[src/rtl/clk_div_ctrl_if.sv]
// Ratio-change request channel from the receiver configuration logic to clk_div_ctrl.
// The master offers a ratio with valid; the slave consumes it on a cycle where ready is high.
interface clk_div_ctrl_if;
  logic       valid;
  logic [5:0] ratio;
  logic       ready;

  modport master (
    output valid,
    output ratio,
    input  ready
  );

  modport slave (
    input  valid,
    input  ratio,
    output ready
  );
endinterface

[src/rtl/clk_div_ctrl.sv]
// Enable/ratio controller for the receiver clock divider: glitch-safe ratio changes
// (gate, guard, load, re-enable, warm up) plus a reference-domain divided-period strobe.
module clk_div_ctrl #(
  parameter logic [5:0]  DEFAULT_RATIO = 6'd2,
  parameter logic [5:0]  MAX_RATIO     = 6'd32,
  parameter int unsigned GUARD_CYCLES  = 4
) (
  input  logic         i_ref_clk,
  input  logic         i_rst_n,
  input  logic         i_enable,
  clk_div_ctrl_if.slave req,
  output logic [5:0]   o_div_ratio,
  output logic         o_clk_en,
  output logic         o_locked,
  output logic         o_busy,
  output logic         o_err,
  output logic         o_tick
);

  typedef enum logic [2:0] {
    S_OFF   = 3'd0,
    S_GUARD = 3'd1,
    S_LOAD  = 3'd2,
    S_WARM  = 3'd3,
    S_RUN   = 3'd4
  } state_t;

  localparam logic [3:0] GUARD_INIT = 4'(GUARD_CYCLES - 1);

  state_t     state_q, state_d;
  logic [5:0] ratio_q, ratio_d;
  logic [5:0] pending_q, pending_d;
  logic [3:0] guard_q, guard_d;
  logic [6:0] warm_q, warm_d;
  logic [5:0] tick_cnt_q, tick_cnt_d;
  logic       clk_en_q, locked_q, busy_q, err_q, tick_q, ready_q;
  logic       clk_en_d, locked_d, busy_d, err_d, tick_d, ready_d;
  logic       accept, legal;

  always_comb begin
    state_d   = state_q;
    ratio_d   = ratio_q;
    pending_d = pending_q;
    guard_d   = guard_q;
    warm_d    = warm_q;
    accept    = req.valid && ready_q;
    legal     = (req.ratio <= MAX_RATIO);
    err_d     = accept && !legal;

    if (!i_enable) begin
      // Disable wins everywhere; only an idle controller may still take a new ratio.
      state_d = S_OFF;
      if (state_q == S_OFF && accept && legal) begin
        ratio_d = req.ratio;
      end
    end else begin
      unique case (state_q)
        S_OFF: begin
          if (accept && legal) begin
            ratio_d = req.ratio;
          end
          state_d = S_WARM;
        end
        S_RUN: begin
          if (accept && legal && req.ratio != ratio_q) begin
            pending_d = req.ratio;
            guard_d   = GUARD_INIT;
            state_d   = S_GUARD;
          end
        end
        S_GUARD: begin
          // Ratio moves on the edge leaving the guard so it is settled a cycle before enable.
          if (guard_q == 4'd0) begin
            ratio_d = pending_q;
            state_d = S_LOAD;
          end else begin
            guard_d = guard_q - 4'd1;
          end
        end
        S_LOAD: begin
          state_d = S_WARM;
        end
        S_WARM: begin
          if (warm_q == 7'd0) begin
            state_d = S_RUN;
          end else begin
            warm_d = warm_q - 7'd1;
          end
        end
        default: begin
          state_d = S_OFF;
        end
      endcase
    end

    if (state_d == S_WARM && state_q != S_WARM) begin
      warm_d = (ratio_d < 6'd2) ? 7'd1 : ({ratio_d, 1'b0} - 7'd1);
    end

    clk_en_d = (state_d == S_WARM) || (state_d == S_RUN);
    locked_d = (state_d == S_RUN);
    busy_d   = (state_d == S_GUARD) || (state_d == S_LOAD) || (state_d == S_WARM);
    ready_d  = (state_d == S_OFF) || (state_d == S_RUN);
  end

  // Tick counter runs only while the divider is enabled, so it restarts on every enable rise.
  always_comb begin
    tick_cnt_d = 6'd0;
    tick_d     = 1'b0;
    if (clk_en_q) begin
      if (ratio_q == 6'd1) begin
        tick_d = 1'b1;
      end else if (ratio_q >= 6'd2) begin
        if (tick_cnt_q == ratio_q - 6'd1) begin
          tick_d = 1'b1;
        end else begin
          tick_cnt_d = tick_cnt_q + 6'd1;
        end
      end
    end
  end

  always_ff @(posedge i_ref_clk or negedge i_rst_n) begin
    if (!i_rst_n) begin
      state_q    <= S_OFF;
      ratio_q    <= DEFAULT_RATIO;
      pending_q  <= DEFAULT_RATIO;
      guard_q    <= 4'd0;
      warm_q     <= 7'd0;
      tick_cnt_q <= 6'd0;
      clk_en_q   <= 1'b0;
      locked_q   <= 1'b0;
      busy_q     <= 1'b0;
      err_q      <= 1'b0;
      tick_q     <= 1'b0;
      ready_q    <= 1'b1;
    end else begin
      state_q    <= state_d;
      ratio_q    <= ratio_d;
      pending_q  <= pending_d;
      guard_q    <= guard_d;
      warm_q     <= warm_d;
      tick_cnt_q <= tick_cnt_d;
      clk_en_q   <= clk_en_d;
      locked_q   <= locked_d;
      busy_q     <= busy_d;
      err_q      <= err_d;
      tick_q     <= tick_d;
      ready_q    <= ready_d;
    end
  end

  assign req.ready   = ready_q;
  assign o_div_ratio = ratio_q;
  assign o_clk_en    = clk_en_q;
  assign o_locked    = locked_q;
  assign o_busy      = busy_q;
  assign o_err       = err_q;
  assign o_tick      = tick_q;

endmodule

[src/flat_wrapper.sv]
// flat-port wrapper written by rule: the top's interface ports become plain ports
module clk_div_ctrl_flat 
#(
  parameter logic [5:0]  DEFAULT_RATIO = 6'd2,
  parameter logic [5:0]  MAX_RATIO     = 6'd32,
  parameter int unsigned GUARD_CYCLES  = 4
)
  (i_ref_clk, i_rst_n, i_enable, o_div_ratio, o_clk_en, o_locked, o_busy, o_err, o_tick, req_valid, req_ratio, req_ready);
  clk_div_ctrl_if req_i ();
  input  logic i_ref_clk;
  input  logic i_rst_n;
  input  logic i_enable;
  output logic [5:0] o_div_ratio;
  output logic o_clk_en;
  output logic o_locked;
  output logic o_busy;
  output logic o_err;
  output logic o_tick;
  input wire logic [$bits(req_i.valid)-1:0] req_valid;
  input wire logic [$bits(req_i.ratio)-1:0] req_ratio;
  output wire logic [$bits(req_i.ready)-1:0] req_ready;
  assign req_i.valid = req_valid;
  assign req_i.ratio = req_ratio;
  assign req_ready = req_i.ready;
  clk_div_ctrl #(.DEFAULT_RATIO(DEFAULT_RATIO), .MAX_RATIO(MAX_RATIO), .GUARD_CYCLES(GUARD_CYCLES)) u_core (.i_ref_clk(i_ref_clk), .i_rst_n(i_rst_n), .i_enable(i_enable), .req(req_i), .o_div_ratio(o_div_ratio), .o_clk_en(o_clk_en), .o_locked(o_locked), .o_busy(o_busy), .o_err(o_err), .o_tick(o_tick));
endmodule
[config.mk]
export PLATFORM = sky130hd
export DESIGN_NAME = clk_div_ctrl_flat
export DESIGN_NICKNAME = d
export VERILOG_FILES = /design/src/rtl/clk_div_ctrl_if.sv /design/src/rtl/clk_div_ctrl.sv /design/src/flat_wrapper.sv
export SDC_FILE = /design/constraint.sdc
export NUM_CORES = 1
export LEC_CHECK = 0
export ABC_AREA = 1
export BUFFER_PORTS_ARGS = -buffer_cell sky130_fd_sc_hd__buf_2
export CORE_MARGIN = 2
export CORE_UTILIZATION = 54
export DETAILED_ROUTE_END_ITERATION = 8
export GPL_ROUTABILITY_DRIVEN = 0
export HOLD_SLACK_MARGIN = 0.1
export MAX_ROUTING_LAYER = met4
export PLACE_DENSITY_LB_ADDON = 0.25
export SLEW_MARGIN = 20
export SYNTH_ARGS = -nofsm -noshare
export SYNTH_HDL_FRONTEND = slang
export SYNTH_SLANG_ARGS = --single-unit
[constraint.sdc]
create_clock -name i_ref_clk -period 1.9 [get_ports i_ref_clk]
set_clock_uncertainty 0.2 [all_clocks]
set_input_delay 0.57 -clock i_ref_clk [delete_from_list [all_inputs] [get_ports i_ref_clk]]
set_output_delay 0.57 -clock i_ref_clk [all_outputs]
set_load 0.01 [all_outputs]
==> results of run 1 <==
==> state kept, by name, summed over array words and instances (netlist names), 3 cells and up <==
signal              count
u_core.warm_q           7
u_core.o_div_ratio      6
u_core.pending_q        6
u_core.tick_cnt_q       6
u_core.guard_q          4
u_core.state_q          3
==> cell usage in the layout, fill, tap and decap left out, types with 6 or more instances in the layout <==
| cell | n |
|---|---|
| nand3_2 | 6 |
| nor2_1 | 31 |
| a21oi_2 | 7 |
| xnor2_1 | 9 |
| nand2_4 | 7 |
| xor2_1 | 10 |
| inv_1 | 29 |
| buf_4 | 61 |
| nand2_2 | 22 |
| inv_2 | 15 |
| dfrtp_1 | 33 |
| nand3_1 | 15 |
| o21ai_1 | 8 |
| buf_2 | 20 |
| nor2_4 | 9 |
| nand2_1 | 60 |
==> cell type report <==
type / instances / area share
timing repair buffer: 88 / 0.183
tap: 52 / 0.0185
clock inverter: 2 / 0.0107
inverter: 46 / 0.0504
sequential: 38 / 0.272
clock buffer: 6 / 0.0206
multi-input combinational: 236 / 0.445
==> kinds of logic (layout without fill, tap and decap cells) <==
| kind of cell | Yosys count | count (layout) | share of synthesized area |
|---|---|---|---|
| AO/OA/AOI/OAI | 34 | 34 | 0.0848 |
| XOR/XNOR | 20 | 20 | 0.0690 |
| adder cells (fa/ha/maj) | 8 | 8 | 0.0394 |
| buffers and inverters | 51 | 142 | 0.0804 |
| flip-flops | 38 | 38 | 0.376 |
| multiplexers | 2 | 2 | 0.00888 |
| AND/OR/NAND/NOR | 171 | 172 | 0.341 |
==> through the flow <==
stage	hold WS [ns]	TNS (ns)	power, mW	instance area, sq um	cells
after global placement	0.281	-5.69	2.68	3140	446
after global routing	0.329	-6.74	3.95	3520	468
after detailed placement	0.296	-6.96	2.74	3140	446
after floorplan	0.0744	-1.11	2.10	2590	324
after CTS	0.305	-2.47	3.60	3430	462
final	0.305	-3.73	3.69	3520	468
==> synth_stat cells, types with 6 or more instances <==
master   instances
nand3_1         19
ha_1             8
o21ai_0          8
nor2_2           6
nand2_2         13
nor2_1          34
dfrtp_1         35
a21oi_1          8
nand2_4          6
nand2_1         69
xor2_1          10
nor3_1           6
inv_1           38
inv_2            8
xnor2_1         10
o21ai_1          6
==> worst reg2reg max path, cell delays in order, from the launching register on <==
cell and delay (ns):
dfrtp_1 0.39, inv_2 0.09, ha_4 0.14, inv_2 0.05, nor3_4 0.18, nand2_2 0.11, a21oi_2 0.19, and2_4 0.17
nand2_4 0.06, nand2_4 0.11, nor2_4 0.05, inv_2 0.07, nand2_1 0.06, o21ai_1 0.13, nor2_1 0.07, nor2_1 0.09
==> final timing paths <==
| kind | from | end | cells past startpoint |
|---|---|---|---|
| max reg2reg | u_core.warm_q[1] | u_core.warm_q[4] | 15 |
| max in group asynchronous | i_rst_n | u_core.o_div_ratio[1] | 3 |
| min | u_core.pending_q[4] | u_core.pending_q[4] | 1 |
| min in group asynchronous | i_rst_n | u_core.pending_q[3] | 3 |
| min reg2reg | u_core.pending_q[4] | u_core.pending_q[4] | 1 |
| max | u_core.warm_q[1] | u_core.warm_q[4] | 15 |
==> repair_timing <==
action / 4_1_cts / 5_1_grt
cloned: 1 / 0
endpoints found under the setup margin: 27 / 27
hold buffers: 1 / 0
gates resized for setup: 35 / 16
buffers inserted: 6 / 7
endpoints found under the hold margin: 35 / 0
pin swaps: 11 / 9
==> layer usage <==
| layer | wire length (microns) | GRT usage | vias to the layer above |
|---|---|---|---|
| li1 | - | - | 1194 |
| met1 | 2800 | 0.321 | 1128 |
| met2 | 3170 | 0.439 | 44 |
| met3 | 167 | 0.0375 | 6 |
| met4 | 61 | 0.0617 | 0 |
| met5 | 0 | - | - |
==> power breakdown <==
part           switching, mW  leakage [nW]  total (mW)  internal, mW
clock                  0.291        0.0514       0.683         0.392
combinational          0.985          1.24        1.90         0.914
sequential             0.131         0.466        1.11         0.980
total                   1.41          1.76        3.69          2.29
==> flow_metrics.env, run 1 <==
export IMPL_crit_buf_inv=3
export IMPL_fin_crit_ns=2.21
export IMPL_multi_input_area_sq_mm=0.00157
export IMPL_ios=22
export IMPL_start_util=0.571
export IMPL_fp_dieArea_sq_mm=0.00526
export IMPL_totalWireLength_microns=6190
export IMPL_die_x_microns=72.6
export IMPL_grt_pass1_wl_microns=10300
export IMPL_yosysTopAreaCell="dfrtp_1"
export IMPL_yosys_area_top_type_share=0.345
export IMPL_tritoncts="yes"
export IMPL_wire_per_inst_microns=13.2
export IMPL_hp_class="reg -> reg"
export IMPL_syn_area_per_cell_sq_um=7.83
export IMPL_crit_path_end_kind="flip-flop"
export IMPL_synth_area_sq_mm=0.00254
export IMPL_die_h_microns=72.6
export IMPL_synth_nets=342
export IMPL_grt_start_max_net_pins=39
export IMPL_final_hold_viol_count=0
export IMPL_start_kind="flip-flop"
export IMPL_dp_hpwl_microns=4350
export IMPL_antenna_found_initial=0
export IMPL_rows=24
export IMPL_dp_slack_ns=-0.456
export IMPL_yosysWarnings=0
export IMPL_yosys_top_cells_area="dfrtp_1 (35%), nand2_1 (10%), inv_1 (5.6%)"
export IMPL_area_growth_pct=38.8
export IMPL_num_fill_cells=305
export IMPL_ys_ff_latch=38
export IMPL_cap_violations=0
export IMPL_power_leakage_nw=1.76
export IMPL_setup_slack_ns=-0.307
export IMPL_fin_crit_sh=1.16
export IMPL_ir_worst_vdd_v=0.000642
export IMPL_first_global_vias=2326
export IMPL_synthDistinctLibCells=40
export IMPL_worst_slew_pin_slew_ns=0.389
export IMPL_max_clock_freq_ghz=0.453
export IMPL_route_detailed_drc=0
export IMPL_cp_max_fo=3
export IMPL_insertion_delay_ns=0.29
export IMPL_diodes=0
export IMPL_maxSlewViolCount=0
export IMPL_drtAntennaViolNets=0
export IMPL_drive_gt1_frac=0.454
export IMPL_cp_arrival_ns=2.23
export IMPL_vias=2372
export IMPL_ys_flop_type="dfrtp_1"
export IMPL_synthArstFlopShare=1.00
export IMPL_reg2reg_slack_ns=-0.31
export IMPL_synth_edf_count=0
export IMPL_violations="setup timing"
export IMPL_clk_path_buf_depth=2
export IMPL_seq_area_frac_synth=0.376
export IMPL_routed_via_density=5.07
export IMPL_critPathTopFamily="simple AND/OR/NAND/NOR gates"
export IMPL_cts_clk_slew_worst_paths_ns=0.08
export IMPL_rsz0062_at_grt="yes"
export IMPL_nets=433
export IMPL_critical_path_slowest_cell="dfrtp_1"
export IMPL_cts_sinks=38
export IMPL_gr_total_overflow=0
export IMPL_relSlewSlack=0.738
export IMPL_fp_coreArea_sq_mm=0.00444
export IMPL_synthCells=324
export IMPL_worstPathRequired_ns=1.92
export IMPL_cts_buffers=5
export IMPL_path_class="reg -> reg"
export IMPL_drtIter0Drc=122
export IMPL_cellPowerDensity_mw_per_mm2=1050
export IMPL_status="finished, violations left"
export IMPL_dr_pass1_iters=5
export IMPL_root_buffer="clkbuf_8"
export IMPL_cpMostUsedCell="inv_2"
export IMPL_htreeDepth=2
export IMPL_setup_viol=29
export IMPL_grtUsageTotal=0.257
export IMPL_max_stage_delay_ns=0.39
export IMPL_fin_util=0.793
export IMPL_seqCellArea_sq_um=957
export IMPL_crit_chain="inv_2, ha_4, inv_2, nor3_4, nand2_2, a21oi_2, and2_4, nand2_4, nand2_4, nor2_4, inv_2, nand2_1, o21ai_1, nor2_1, nor2_1"
export IMPL_placement_io_buffers=21
Note: power is estimated with default switching activity, not from simulation.
==> run 2: changes to the inputs <==
ABC_AREA = 0   (was 1)
CORE_UTILIZATION = 25   (was 54)
==> flow_metrics.env, run 2 <==
export IMPL_status="finished, violations left"
export IMPL_violations="setup timing"
export IMPL_yosys_area_top_type_share=0.374
export IMPL_syn_area_per_cell_sq_um=10.0
export IMPL_dr_pass1_iters=4
export IMPL_path_class="reg -> reg"
export IMPL_fp_dieArea_sq_mm=0.0102
export IMPL_place_area_sq_mm=0.00309
export IMPL_final_cell_mix="buf_4 (62), dfrtp_1 (35), nor2_1 (23), buf_2 (20), xnor2_1 (18)"
export IMPL_start_util=0.256
export IMPL_dp_hpwl_microns=4670
export IMPL_reg2reg_slack_ns=-0.58
export IMPL_power_leakage_nw=1.63
export IMPL_internal_power_mw=2.82
export IMPL_synth_area_sq_mm=0.00234
export IMPL_crit_path_end_kind="flip-flop"
export IMPL_hold_path_endpoint="u_core.pending_q[5]"
export IMPL_grtUsageTotal=0.137
export IMPL_min_from="u_core.pending_q[5]"
export IMPL_drive_gt1_frac=0.530
export IMPL_synth_edf_count=0
export IMPL_ys_ff_latch=38
export IMPL_drtAntennaViolNets=0
export IMPL_clkPwrFrac=0.155
export IMPL_fin_crit_ns=2.48
export IMPL_critPathTopFamily="simple AND/OR/NAND/NOR gates"
export IMPL_fin_crit_sh=1.31
export IMPL_tritoncts="yes"
export IMPL_max_stage_delay_ns=0.47
export IMPL_cp_arrival_ns=2.45
export IMPL_gr_total_overflow=0
export IMPL_worst_slew_pin_slew_ns=0.370
export IMPL_cp_max_fo=12
export IMPL_seq_area_frac_synth=0.408
export IMPL_first_global_vias=2147
export IMPL_synth_nets=252
export IMPL_crit_chain="inv_2, ha_4, or4b_4, or3_4, o221ai_4, inv_4, o21ai_4, buf_12, nor2_2, a31oi_1, nand2_1"
export IMPL_worstPathRequired_ns=1.87
export IMPL_insertion_delay_ns=0.29
export IMPL_drtIter0Drc=101
export IMPL_final_hold_viol_count=0
export IMPL_yosysTopAreaCell="dfrtp_1"
export IMPL_hp_class="reg -> reg"
export IMPL_largest_reg_flops=7
export IMPL_diodes=0
export IMPL_finalNonFillerCells=447
export IMPL_critical_path_slowest_cell="or4b_4"
export IMPL_nets=353
export IMPL_clk_path_buf_depth=2
export IMPL_grt_start_max_net_pins=39
export IMPL_htreeDepth=2
export IMPL_dp_cells=422
export IMPL_die_h_microns=101
export IMPL_r2r_start="u_core.warm_q[0]"
export IMPL_antenna_found_initial=0
export IMPL_num_fill_cells=913
export IMPL_crit_buf_inv=3
export IMPL_ir_worst_vdd_v=0.000397
export IMPL_die_x_microns=101
export IMPL_setup_tns_ns=-11.56
export IMPL_wire_per_inst_microns=14.2
export IMPL_setup_slack_ns=-0.581
export IMPL_power_frac_seq=0.267
export IMPL_yosys_top_cells_count="dfrtp_1 (35), nor2_1 (26), xnor2_1 (18), nand2_1 (17), inv_1 (14)"
export IMPL_area_growth_pct=54.8
export IMPL_yosysWarnings=0
export IMPL_r2r_end="u_core.warm_q[2]"
export IMPL_totalWireLength_microns=6350
export IMPL_maxSlewViolCount=0
export IMPL_grt_pass1_wl_microns=10600
export IMPL_ys_flop_type="dfrtp_1"
export IMPL_synthArstFlopShare=1.00
export IMPL_route_detailed_drc=0
export IMPL_cts_clk_slew_worst_paths_ns=0.09
export IMPL_start_kind="flip-flop"
export IMPL_final_common_cell="buf_4"
export IMPL_min_path_cells=1
export IMPL_max_clock_freq_ghz=0.403
export IMPL_comb_power_share=0.578
export IMPL_rows=35
export IMPL_dp_slack_ns=-0.819
export IMPL_switching_share=0.374
export IMPL_root_buffer="clkbuf_8"
export IMPL_vias=2080
export IMPL_ios=22
export IMPL_setup_viol=33
export IMPL_rsz0062_at_grt="yes"
export IMPL_fp_coreArea_sq_mm=0.00915
export IMPL_routed_via_density=4.65
export IMPL_synthDistinctLibCells=63
export IMPL_cts_buffers=5
export IMPL_cellPowerDensity_mw_per_mm2=1240
export IMPL_r2r_cells=11
export IMPL_synth_most_common_cell="dfrtp_1"
export IMPL_p_sw_mw=1.68
export IMPL_placement_io_buffers=21
export IMPL_cts_sinks=38
export IMPL_relSlewSlack=0.751
export IMPL_design_area_sq_mm=0.00362
export IMPL_cap_violations=0
export IMPL_yosys_top_cells_area="dfrtp_1 (37%), xnor2_1 (6.7%), ha_1 (4.3%)"
export IMPL_regMostFlops="u_core.warm_q"
export IMPL_synthCells=234
run 2: power groups by stage:
stage	Sequential [mW]	Clock, mW	Combinational [mW]
3_3_place_gp	1.21	0	2.05
2_1_floorplan	1.25	0	1.12
5_1_grt	1.23	0.745	2.87
3_5_place_dp	1.21	0	2.07
4_1_cts	1.20	0.712	2.40
6_report	1.20	0.697	2.60
run 2: worst reg2reg max path, delay by kind of cell, from the launching register on:
kind	cells	cell delay [ns]
and+or+nand+nor	4	0.95
AOI/OAI and AO/OA	3	0.40
adders and majority gates	1	0.14
DFF	1	0.39
buffers and inverters	3	0.31
run 2: area by class of cell:
class	count	area (sq um)	share of cell area
Sequential cell	38	955	0.263
Multi-Input combinational cell	176	1590	0.439
Timing Repair Buffer	99	773	0.213
Clock buffer	7	76.3	0.0211
Clock inverter	1	30.0	0.00828
Inverter	15	61.3	0.0169
Tap cell	111	139	0.0383
run 2: routing by layer:
layer  GRT usage  vias up  share of wire
met5           -        -              0
met4      0.0316        0         0.0063
met3      0.0215        2          0.016
met2       0.228       18           0.50
met1       0.174     1028           0.48
li1            -     1032              -
run 2: worst max-delay path by stage:
stage	endpoint	depth (start not counted)	slack [ns]	startpoint
2_1_floorplan	u_core.warm_q[2]	11	-0.55	u_core.warm_q[0]
3_3_place_gp	u_core.warm_q[5]	9	-0.78	req_ratio[4]
3_5_place_dp	u_core.warm_q[5]	9	-0.82	req_ratio[4]
4_1_cts	u_core.guard_q[0]	10	-0.56	u_core.warm_q[0]
5_1_grt	u_core.guard_q[0]	10	-0.68	u_core.warm_q[0]
6_report	u_core.warm_q[2]	11	-0.58	u_core.warm_q[0]
run 2: logic make-up after synthesis:
logic type,after synthesis,share of synthesized area
adder cells (fa/ha/maj),8,0.0428
multiplexers,8,0.0395
AND/OR/NAND/NOR,87,0.208
buffers and inverters,20,0.0385
flip-flops,38,0.408
XOR/XNOR,21,0.0786
AO/OA/AOI/OAI,52,0.185
run 2: repair_timing:
item,CTS,global route
hold buffers,1,0
resized for setup,32,31
hold endpoints to repair,35,0
pin swaps,17,11
endpoints found under the setup margin,35,37
setup buffers,10,9
run 2: stage by stage:
step,hold WS (ns),util,power (mW)
final,0.314,0.396,4.50
after global routing,0.326,0.396,4.84
after global placement,0.297,0.338,3.26
after CTS,0.318,0.378,4.32
after floorplan,0.0744,-,2.37
after detailed placement,0.294,0.338,3.27
